`config.mk`:
```
export PLATFORM = sky130hd
export DESIGN_NAME = fpl_config_loader
export DESIGN_NICKNAME = d
export VERILOG_FILES = /design/src/rtl/fpl_pkg.sv /design/src/rtl/fpl_timeout_ctr.sv /design/src/rtl/fpl_config_loader.sv
export SDC_FILE = /design/constraint.sdc
export NUM_CORES = 1
export LEC_CHECK = 0
export ABC_CLOCK_PERIOD_IN_PS = 1800
export CORE_UTILIZATION = 45
export DETAILED_ROUTE_END_ITERATION = 12
export PLACE_DENSITY = 0.85
export SYNTH_ARGS = -nofsm -noshare
export SYNTH_HDL_FRONTEND = slang
export SYNTH_SLANG_ARGS = --single-unit
export TNS_END_PERCENT = 30
```
`constraint.sdc`:
```
create_clock -name clk -period 1.8 [get_ports clk]
set_input_delay 0.18 -clock clk [delete_from_list [all_inputs] [get_ports clk]]
set_output_delay 0.18 -clock clk [all_outputs]
set_load 0.005 [all_outputs]
```
`src/rtl/fpl_pkg.sv`:
```
// Shared types and constants for the configurable_logic config loader.
package fpl_pkg;

  localparam logic [7:0]  SYNC_BYTE     = 8'hA5;
  localparam int unsigned REGS_PER_FUNC = 5;
  localparam int unsigned IDX_W         = 3;

  // Address field offsets inside the peripheral register map.
  localparam int unsigned ADDR_FUNC_LSB = 8;
  localparam int unsigned ADDR_REG_LSB  = 0;

  localparam logic [7:0] FUNC_SEL_AND  = 8'h00;
  localparam logic [7:0] FUNC_SEL_OR   = 8'h01;
  localparam logic [7:0] FUNC_SEL_XOR  = 8'h02;
  localparam logic [7:0] FUNC_SEL_NAND = 8'h03;

  typedef enum logic [2:0] {
    ST_IDLE,
    ST_CPU_XFER,
    ST_WAIT_BYTE,
    ST_WRITE,
    ST_CHECK
  } state_t;

  typedef struct packed {
    logic [15:0] addr;
    logic [31:0] wdata;
    logic [3:0]  wstrb;
  } bus_req_t;

  function automatic logic [15:0] cfg_addr(input logic [IDX_W-1:0] fi,
                                           input logic [IDX_W-1:0] ri);
    logic [15:0] a;
    a = '0;
    a[ADDR_FUNC_LSB +: IDX_W] = fi;
    a[ADDR_REG_LSB  +: IDX_W] = ri;
    return a;
  endfunction

endpackage

```
`src/rtl/fpl_timeout_ctr.sv`:
```
// Idle-cycle counter: counts while run is high, clears otherwise, flags the
// TIMEOUT_CYCLES-th consecutive running cycle.
module fpl_timeout_ctr #(
  parameter int unsigned TIMEOUT_CYCLES = 1000000
) (
  input  logic clk,
  input  logic rst,
  input  logic clear,
  input  logic run,
  output logic expire_c
);

  localparam int unsigned CNT_W = $clog2(TIMEOUT_CYCLES + 1);

  logic [CNT_W-1:0] cnt;

  always_ff @(posedge clk) begin
    if (rst || clear || !run) cnt <= '0;
    else                      cnt <= cnt + CNT_W'(1);
  end

  assign expire_c = run && (cnt == CNT_W'(TIMEOUT_CYCLES - 1));

endmodule

```
`src/rtl/fpl_config_loader.sv`:
```
// Frames a config byte stream into peripheral register writes and arbitrates
// the shared peripheral bus with the CPU.
module fpl_config_loader
  import fpl_pkg::*;
#(
  parameter int unsigned NUM_FUNCS      = 8,
  parameter int unsigned TIMEOUT_CYCLES = 1000000
) (
  input  logic        clk,
  input  logic        rst,
  input  logic        cpu_valid,
  input  logic [15:0] cpu_addr,
  input  logic [31:0] cpu_wdata,
  input  logic [3:0]  cpu_wstrb,
  output logic        cpu_ready,
  output logic [31:0] cpu_rdata,
  input  logic [7:0]  cfg_data,
  input  logic        cfg_valid,
  output logic        cfg_ready,
  output logic        per_valid,
  output logic [15:0] per_addr,
  output logic [31:0] per_wdata,
  output logic [3:0]  per_wstrb,
  input  logic        per_ready,
  input  logic [31:0] per_rdata,
  output logic        busy,
  output logic        done,
  output logic        err_csum,
  output logic        err_tmo
);

  state_t           state, state_d;
  logic [IDX_W-1:0] fi, fi_d, ri, ri_d;
  logic [7:0]       csum, csum_d;
  bus_req_t         req, req_d;
  logic             per_valid_d, cpu_ready_d, busy_d, done_d;
  logic             err_csum_d, err_tmo_d;
  logic [31:0]      cpu_rdata_d;

  logic accept, cpu_req, last_payload, tmo_run, tmo_expire;

  // Combinational so a CPU request blocks a same-cycle sync byte.
  assign cfg_ready = !rst && (((state == ST_IDLE) && !cpu_valid) ||
                              (state == ST_WAIT_BYTE) || (state == ST_CHECK));
  assign accept    = cfg_valid && cfg_ready;
  // cpu_valid is still high in the cycle cpu_ready pulses; do not re-grant it.
  assign cpu_req   = cpu_valid && !cpu_ready;
  assign last_payload = (fi == IDX_W'(NUM_FUNCS - 1)) && (ri == IDX_W'(REGS_PER_FUNC - 1));
  assign tmo_run   = ((state == ST_WAIT_BYTE) || (state == ST_CHECK)) && !accept;

  fpl_timeout_ctr #(.TIMEOUT_CYCLES(TIMEOUT_CYCLES)) u_tmo (
    .clk      (clk),
    .rst      (rst),
    .clear    (accept),
    .run      (tmo_run),
    .expire_c (tmo_expire)
  );

  always_ff @(posedge clk) begin
    if (rst) begin
      state     <= ST_IDLE;
      fi        <= '0;
      ri        <= '0;
      csum      <= '0;
      req       <= '0;
      per_valid <= 1'b0;
      cpu_ready <= 1'b0;
      cpu_rdata <= '0;
      busy      <= 1'b0;
      done      <= 1'b0;
      err_csum  <= 1'b0;
      err_tmo   <= 1'b0;
    end else begin
      state     <= state_d;
      fi        <= fi_d;
      ri        <= ri_d;
      csum      <= csum_d;
      req       <= req_d;
      per_valid <= per_valid_d;
      cpu_ready <= cpu_ready_d;
      cpu_rdata <= cpu_rdata_d;
      busy      <= busy_d;
      done      <= done_d;
      err_csum  <= err_csum_d;
      err_tmo   <= err_tmo_d;
    end
  end

  always_comb begin
    state_d     = state;
    fi_d        = fi;
    ri_d        = ri;
    csum_d      = csum;
    req_d       = req;
    per_valid_d = per_valid;
    cpu_ready_d = 1'b0;
    cpu_rdata_d = cpu_rdata;
    busy_d      = busy;
    done_d      = 1'b0;
    err_csum_d  = err_csum;
    err_tmo_d   = err_tmo;
    unique case (state)
      ST_IDLE: begin
        if (cpu_req) begin
          req_d       = '{addr: cpu_addr, wdata: cpu_wdata, wstrb: cpu_wstrb};
          per_valid_d = 1'b1;
          state_d     = ST_CPU_XFER;
        end else if (accept && (cfg_data == SYNC_BYTE)) begin
          fi_d       = '0;
          ri_d       = '0;
          csum_d     = '0;
          busy_d     = 1'b1;
          err_csum_d = 1'b0;
          err_tmo_d  = 1'b0;
          state_d    = ST_WAIT_BYTE;
        end
      end
      ST_CPU_XFER: begin
        // Read data is captured so it lines up with the cpu_ready pulse.
        if (per_ready) begin
          per_valid_d = 1'b0;
          cpu_ready_d = 1'b1;
          cpu_rdata_d = per_rdata;
          state_d     = ST_IDLE;
        end
      end
      ST_WAIT_BYTE: begin
        if (accept) begin
          csum_d      = csum ^ cfg_data;
          req_d       = '{addr: cfg_addr(fi, ri), wdata: {24'b0, cfg_data}, wstrb: 4'b0001};
          per_valid_d = 1'b1;
          state_d     = ST_WRITE;
        end else if (tmo_expire) begin
          err_tmo_d = 1'b1;
          busy_d    = 1'b0;
          state_d   = ST_IDLE;
        end
      end
      ST_WRITE: begin
        if (per_ready) begin
          per_valid_d = 1'b0;
          if (ri == IDX_W'(REGS_PER_FUNC - 1)) begin
            ri_d = '0;
            fi_d = fi + IDX_W'(1);
          end else begin
            ri_d = ri + IDX_W'(1);
          end
          state_d = last_payload ? ST_CHECK : ST_WAIT_BYTE;
        end
      end
      ST_CHECK: begin
        if (accept) begin
          err_csum_d = (cfg_data != csum);
          done_d     = 1'b1;
          busy_d     = 1'b0;
          state_d    = ST_IDLE;
        end else if (tmo_expire) begin
          err_tmo_d = 1'b1;
          busy_d    = 1'b0;
          state_d   = ST_IDLE;
        end
      end
      default: state_d = ST_IDLE;
    endcase
  end

  assign per_addr  = req.addr;
  assign per_wdata = req.wdata;
  assign per_wstrb = req.wstrb;

endmodule

```
# --- After elaboration in Yosys (flattened, before gate mapping) ---
# Index checks and enable logic that the tools add are counted.
op_classes:
  div: 0
  n_eq_ne: 22
  bitwise_logic: 3
  shift: 0
  n_mux: 43
  n_addsub: 3
  magnitude_cmp: 0
  n_reduce_logical: 39
  n_mul: 0
op_table:
  columns: ["op", "n"]
  rows:
  - ["52-bit 2-to-1 mux", 2]
  - ["52-bit one-hot mux with 2 select lines", 1]
  - ["3-bit 2-to-1 mux", 14]
  - ["8-bit 2-to-1 mux", 3]
  - ["20-bit by 1-bit adder with 20-bit output, second input constant", 1]
  - ["20-bit == test, second input constant", 1]
  - ["4-bit AND reduction", 5]
  - ["2-bit != test, second input constant", 9]
  - ["8-bit one-hot mux with 2 select lines", 1]
  - ["1-bit 2-to-1 mux", 15]
  - ["3-bit one-hot mux with 5 select lines", 1]
  - ["3-bit one-hot mux with 2 select lines", 2]
  - ["5-bit AND reduction", 2]
  - ["3-bit == test, second input constant", 3]
  - ["8-bit == test, second input constant", 1]
  - ["1-bit logical AND", 8]
  - ["8-bit != test", 1]
  - ["2-bit nonzero test", 4]
  - ["2-bit OR reduction", 4]
  - ["8-bit bitwise XOR", 1]
  - ["3-bit by 1-bit adder with 3-bit output, second input constant", 2]
  - ["3-bit by 2-bit == test with 1-bit output, second input constant", 2]
  - ["2-bit by 1-bit != test with 1-bit output, second input constant", 3]
  - ["1-bit one-hot mux with 3 select lines", 2]
  - ["other kinds (10)", 22]
word_totals:
  ram_bits: 0
  in_bits: 97
  output_inout_bits: 91
  register_bits: 127
  latchBits: 0
  romBits: 0
  mem_count: 0

# --- Depth between registers and ports, before layout ---
logic_depth:
  word_depth: 12
  ltp_mapped: 8
  depth_no_buf: 6

# --- Cells and area by module ---
# Synthesis repeated with hierarchy kept, for this count alone.
unflattened:
  hier_cells: 666
  area_unflattened_um2: 5610.4
by_module_without_submodules:
  columns: ["mod", "instances", "seq_area_each_um2", "area_per_inst_um2", "cells_per_inst"]
  rows:
  - ["fpl_config_loader", 1, 2142.1, 4659.5, 561]
  - ["fpl_timeout_ctr", 1, 400.4, 950.9, 105]

# --- Worst setup path before layout ---
# No wires, ideal clock.
synth_timing:
  path_kind: "register to register"
  start: "register state[2]"
  end: "register req (netlist bit per_addr[11])"
  path_buffers: 3
  t_arrival_ps: 1471
  stages_incl_launch_ff: 9
  path_slack_ps: 201
  synth_period_minus_slack_ps: 1599
  cell_sequence: "dfxtp_1 -> buf_4 -> nor3b_4 -> and2_1 -> nor2_1 -> buf_2 -> buf_6 -> a22oi_1 -> nor2_1"
synth_between:
  elab_chain_len: 8
  word_cells_on_any_way: 13
  cone_classes: "4 x eq/ne; 1 x mux; 8 x reduce/logical"
synth_rtl:
  columns: ["element", "line", "source"]
  rows:
  - ["start, declared", "fpl_config_loader.sv:32", "state_t state, state_d;"]
  - ["start signal, assigned", "fpl_config_loader.sv:74", "state <= state_d;"]
  - ["3-bit logical NOT", "fpl_config_loader.sv:43, fpl_config_loader.sv:102", null]
  - ["1-bit logical AND", "fpl_config_loader.sv:43", "assign cfg_ready = !rst && (((state == ST_IDLE) && !cpu_valid) ||"]
  - ["1-bit logical OR", "fpl_config_loader.sv:43", null]
  - ["1-bit logical OR", "fpl_config_loader.sv:44", "(state == ST_WAIT_BYTE) || (state == ST_CHECK));"]
  - ["1-bit logical AND", "fpl_config_loader.sv:43", null]
  - ["1-bit logical AND", "fpl_config_loader.sv:45", "assign accept = cfg_valid && cfg_ready;"]
  - ["2-bit != test (no source line)", null, null]
  - ["3-bit AND reduction (no source line)", null, null]
  - ["end signal, assigned", "fpl_config_loader.sv:78", "req <= req_d;"]
  - ["end, declared", "fpl_config_loader.sv:35", "bus_req_t req, req_d;"]
# Several ways; a longest one is shown, not always the timed one.
# A chain may end at the register's enable or synchronous reset.

# --- Final worst setup path ---
layout_timing:
  start: "register state[2]"
  end: "output cfg_ready"
layout_between:
  elab_chain_len: 5
  word_cells_on_any_way: 7
  cone_classes: "2 x eq/ne; 5 x reduce/logical"
layout_rtl:
  columns: ["element", "line", "source"]
  rows:
  - ["3-bit logical NOT", "fpl_config_loader.sv:43", null]
  - ["1-bit logical AND", "fpl_config_loader.sv:43", null]
  - ["1-bit logical OR", "fpl_config_loader.sv:43", null]
  - ["1-bit logical OR (*)", "fpl_config_loader.sv:44", null]
  - ["1-bit logical AND (*)", "fpl_config_loader.sv:43", null]
  - ["end, declared", "fpl_config_loader.sv:19", "output logic cfg_ready,"]
# Every way passes the cells marked *; elsewhere a longest branch is shown, timed or not.

==> flow_metrics.py <==
metrics = {
    "die": {
        "io_pins": 188,
        "core_area_mm2": 0.0114,
        "die_w_um": 110,
        "dieArea_mm2": 0.0122,
        "start_util_pct": 46.3,
        "die_h_um": 110,
        "row_count": 39,
    },
    "synth": {
        "synthXorXnorAreaFrac_pct": 4.14,
        "synth_edf_count": 0,
        "yosys.area_share.adder_pct": 1.18,
        "postSynthCellCount": 591,
        "dominantRegCellSynth": "dfxtp_1",
        "syn_nets": 693,
        "netlist_area_mm2": 0.00529,
        "synth_cell_types": 50,
        "synthArstFlopShare_pct": 0,
        "synthMuxAreaShare_pct": 2.65,
        "ys_ff_latch": 127,
        "avgSynthCellArea_um2": 8.95,
        "synth-simple-area-share_pct": 22.4,
        "synth_compound_area_share_pct": 17.0,
        "synth_top_family_by_area": "simple AND/OR/NAND/NOR gates",
        "ys_warn_count": 0,
        "yosysSeqAreaShare_pct": 48.1,
    },
    "worst_setup_path": {
        "cpPeakStageDelay_ns": 0.39,
        "path_cells": "nor3b_2, nor4_1, dlygate4sd2_1",
        "cp.required_ns": 1.62,
        "crit_path_max_fanout": 10,
        "crit_path_start_kind": "flip-flop",
        "crit_start": "state[2]",
        "rr_startpoint": "state[2]",
        "slowest_stage": "dfxtp_4",
        "arrival_ns": 1.57,
        "crit_type": "flip-flop to output pin",
        "endpoint_kind": "output pin",
        "r2r_cells": 6,
    },
    "finish": {
        "final_common_cell": "clkdlybuf4s50_1",
        "drive_gt1_share_pct": 10.6,
        "design_area_mm2": 0.00809,
        "final_nets": 890,
        "final_cell_mix": "clkdlybuf4s50_1, dfxtp_1, nand2_1",
        "antennaDiodeCount": 0,
        "area_growth_pct": 53.0,
    },
    "route": {
        "viasPerCell": 5.49,
        "postRouteAntennaNets": 0,
        "dr.pass1.iters": 5,
        "drtIter0Drc": 221,
        "drcViolationCount": 0,
        "dr_total_vias": 5185,
        "routed_wl_mm": 15.6,
        "wl_per_cell_um": 16.5,
    },
    "clocking": {
        "cts_buffers": 17,
        "clock-sinks": 127,
        "path_clk_slew_ns": 0.06,
        "clockBufferDepth": 2,
        "htreeDepth": 4,
        "cts-root-buf": "clkbuf_16",
        "clkLatencyLatePin_ns": 0.42,
        "cts_tree": "done",
    },
    "timing": {
        "finalCritPeriodShare_pct": 97.5,
        "fin_skew_ns": 0.00443,
        "rsz0062_at_grt": "true",
        "tightestPinTransition_ns": 0.768,
        "final.min_clock_period_ns": 1.75,
        "finalHoldViolCount": 0,
        "timing.fmax_mhz": 570,
        "setup_slack_ns": 0.0454,
        "setup_viol_count_final": 0,
        "finalMaxSlewViolations": 0,
        "timing.slew.headroom_pct": 48.8,
        "whs_ns": 0.302,
    },
    "global_routing": {
        "grt-ovfl-total": 0,
        "gr-usage-all-layers_pct": 25.8,
        "grt_max_degree": 69,
        "grt_first_pass_wirelength_mm": 25.4,
        "antenna_found_initial": 0,
        "grt_pass1_vias": 5305,
    },
    "hold_path": {
        "min-delay-start": "per_rdata[11]",
        "min_path_type": "input pin to flip-flop",
        "min_path_cells": 3,
    },
    "power_and_ir_drop": {
        "vdd_drop_max_uv": 750,
        "p_leak_nw": 2.87,
        "power.density_mw_per_mm2": 1100,
    },
    "job": {
        "max_cap_violations": 0,
    },
    "place": {
        "placed_area_mm2": 0.00742,
        "gp_congestion": 0.814,
        "dp_slack_ns": -0.123,
        "dpl.hpwl_mm": 10.6,
        "portBuffers": 187,
    },
    "outcome": {
        "status": "finished clean",
    },
}
[what timing repair did]
| item | 4_1_cts | 5_1_grt |
|---|---|---|
| endpoints found under the setup margin | 12 | 61 |
| hold endpoints to repair | 1 | 0 |
| pin swaps | 2 | 0 |
| resized for setup | 4 | 3 |
| hold buffers | 1 | 0 |
| setup buffers | 0 | 1 |
[cell usage after synthesis, drive strengths merged (13+ instances only)]
| cell type | instances | area share (%) |
|---|---|---|
| buf | 27 | 3.3 |
| a21oi | 53 | 5.0 |
| nand2 | 83 | 5.9 |
| dfxtp | 127 | 48 |
| nor2 | 79 | 5.6 |
| xnor2 | 13 | 2.2 |
| nand3 | 13 | 1.2 |
| a211oi | 15 | 2.1 |
| a22oi | 39 | 5.5 |
| mux2i | 14 | 2.6 |
[sequential cells by signal (all words and copies together) (netlist names), 3 cells and up]
register	flops
per_addr	16
per_wdata	32
per_wstrb	4
state	3
ri	3
csum	8
cpu_rdata	32
fi	3
u_tmo.cnt	20
[power breakdown]
part | switching (mW) | internal (mW)
Combinational | 0.875 | 1.04
Sequential | 0.156 | 3.06
Clock | 1.29 | 2.45
Total | 2.32 | 6.55
[per-stage QoR]
| step | power (mW) | TNS, ns | cells | utilization (%) |
|---|---|---|---|---|
| after floorplan | 4.20 | 0 | 591 | - |
| after global placement | 5.09 | -0.603 | 910 | 65.0 |
| after detailed placement | 5.16 | -1.61 | 910 | 65.0 |
| after CTS | 8.90 | 0 | 943 | 70.8 |
| after global routing | 9.20 | -0.0172 | 944 | 70.9 |
| final | 8.87 | 0 | 944 | 70.9 |
[final cells by class]
| type | instances | area (µm²) |
|---|---|---|
| Multi-Input combinational cell | 420 | 2520 |
| Sequential cell | 127 | 2550 |
| Inverter | 5 | 18.8 |
| Timing Repair Buffer | 217 | 2180 |
| Clock inverter | 15 | 218 |
| Tap cell | 143 | 179 |
| Fill cell | 819 | 3330 |
| Clock buffer | 17 | 425 |
[critical path: cells and delay by family (launching register included)]
family | cells | cell delay, ns
simple gates | 2 | 0.47
buf+inv | 1 | 0.29
flops | 1 | 0.39
[metal layers]
layer,GRT usage [%],up-vias,share of wire (%)
met4,15.5,0,3.6
li1,-,2476,-
met1,28.0,2457,40
met5,0,-,0
met2,43.4,205,50
met3,8.78,47,7.0
[cell families (layout without fill, tap and decap cells)]
kind of cell / count (synthesis) / after routing
buf+inv: 44 / 254
fa+ha+maj: 5 / 5
simple gates: 246 / 246
xor+xnor: 25 / 25
compound gates: 130 / 130
flops: 127 / 127
mux: 14 / 14
[path summary, 6_finish.rpt]
kind / end / slack (ns)
max: cfg_ready / 0.05
min: cpu_rdata[11] / 0.30
max reg2reg: ri[0] / 0.08
min reg2reg: cpu_rdata[30] / 0.45
Power figures use the tool's default switching activity.
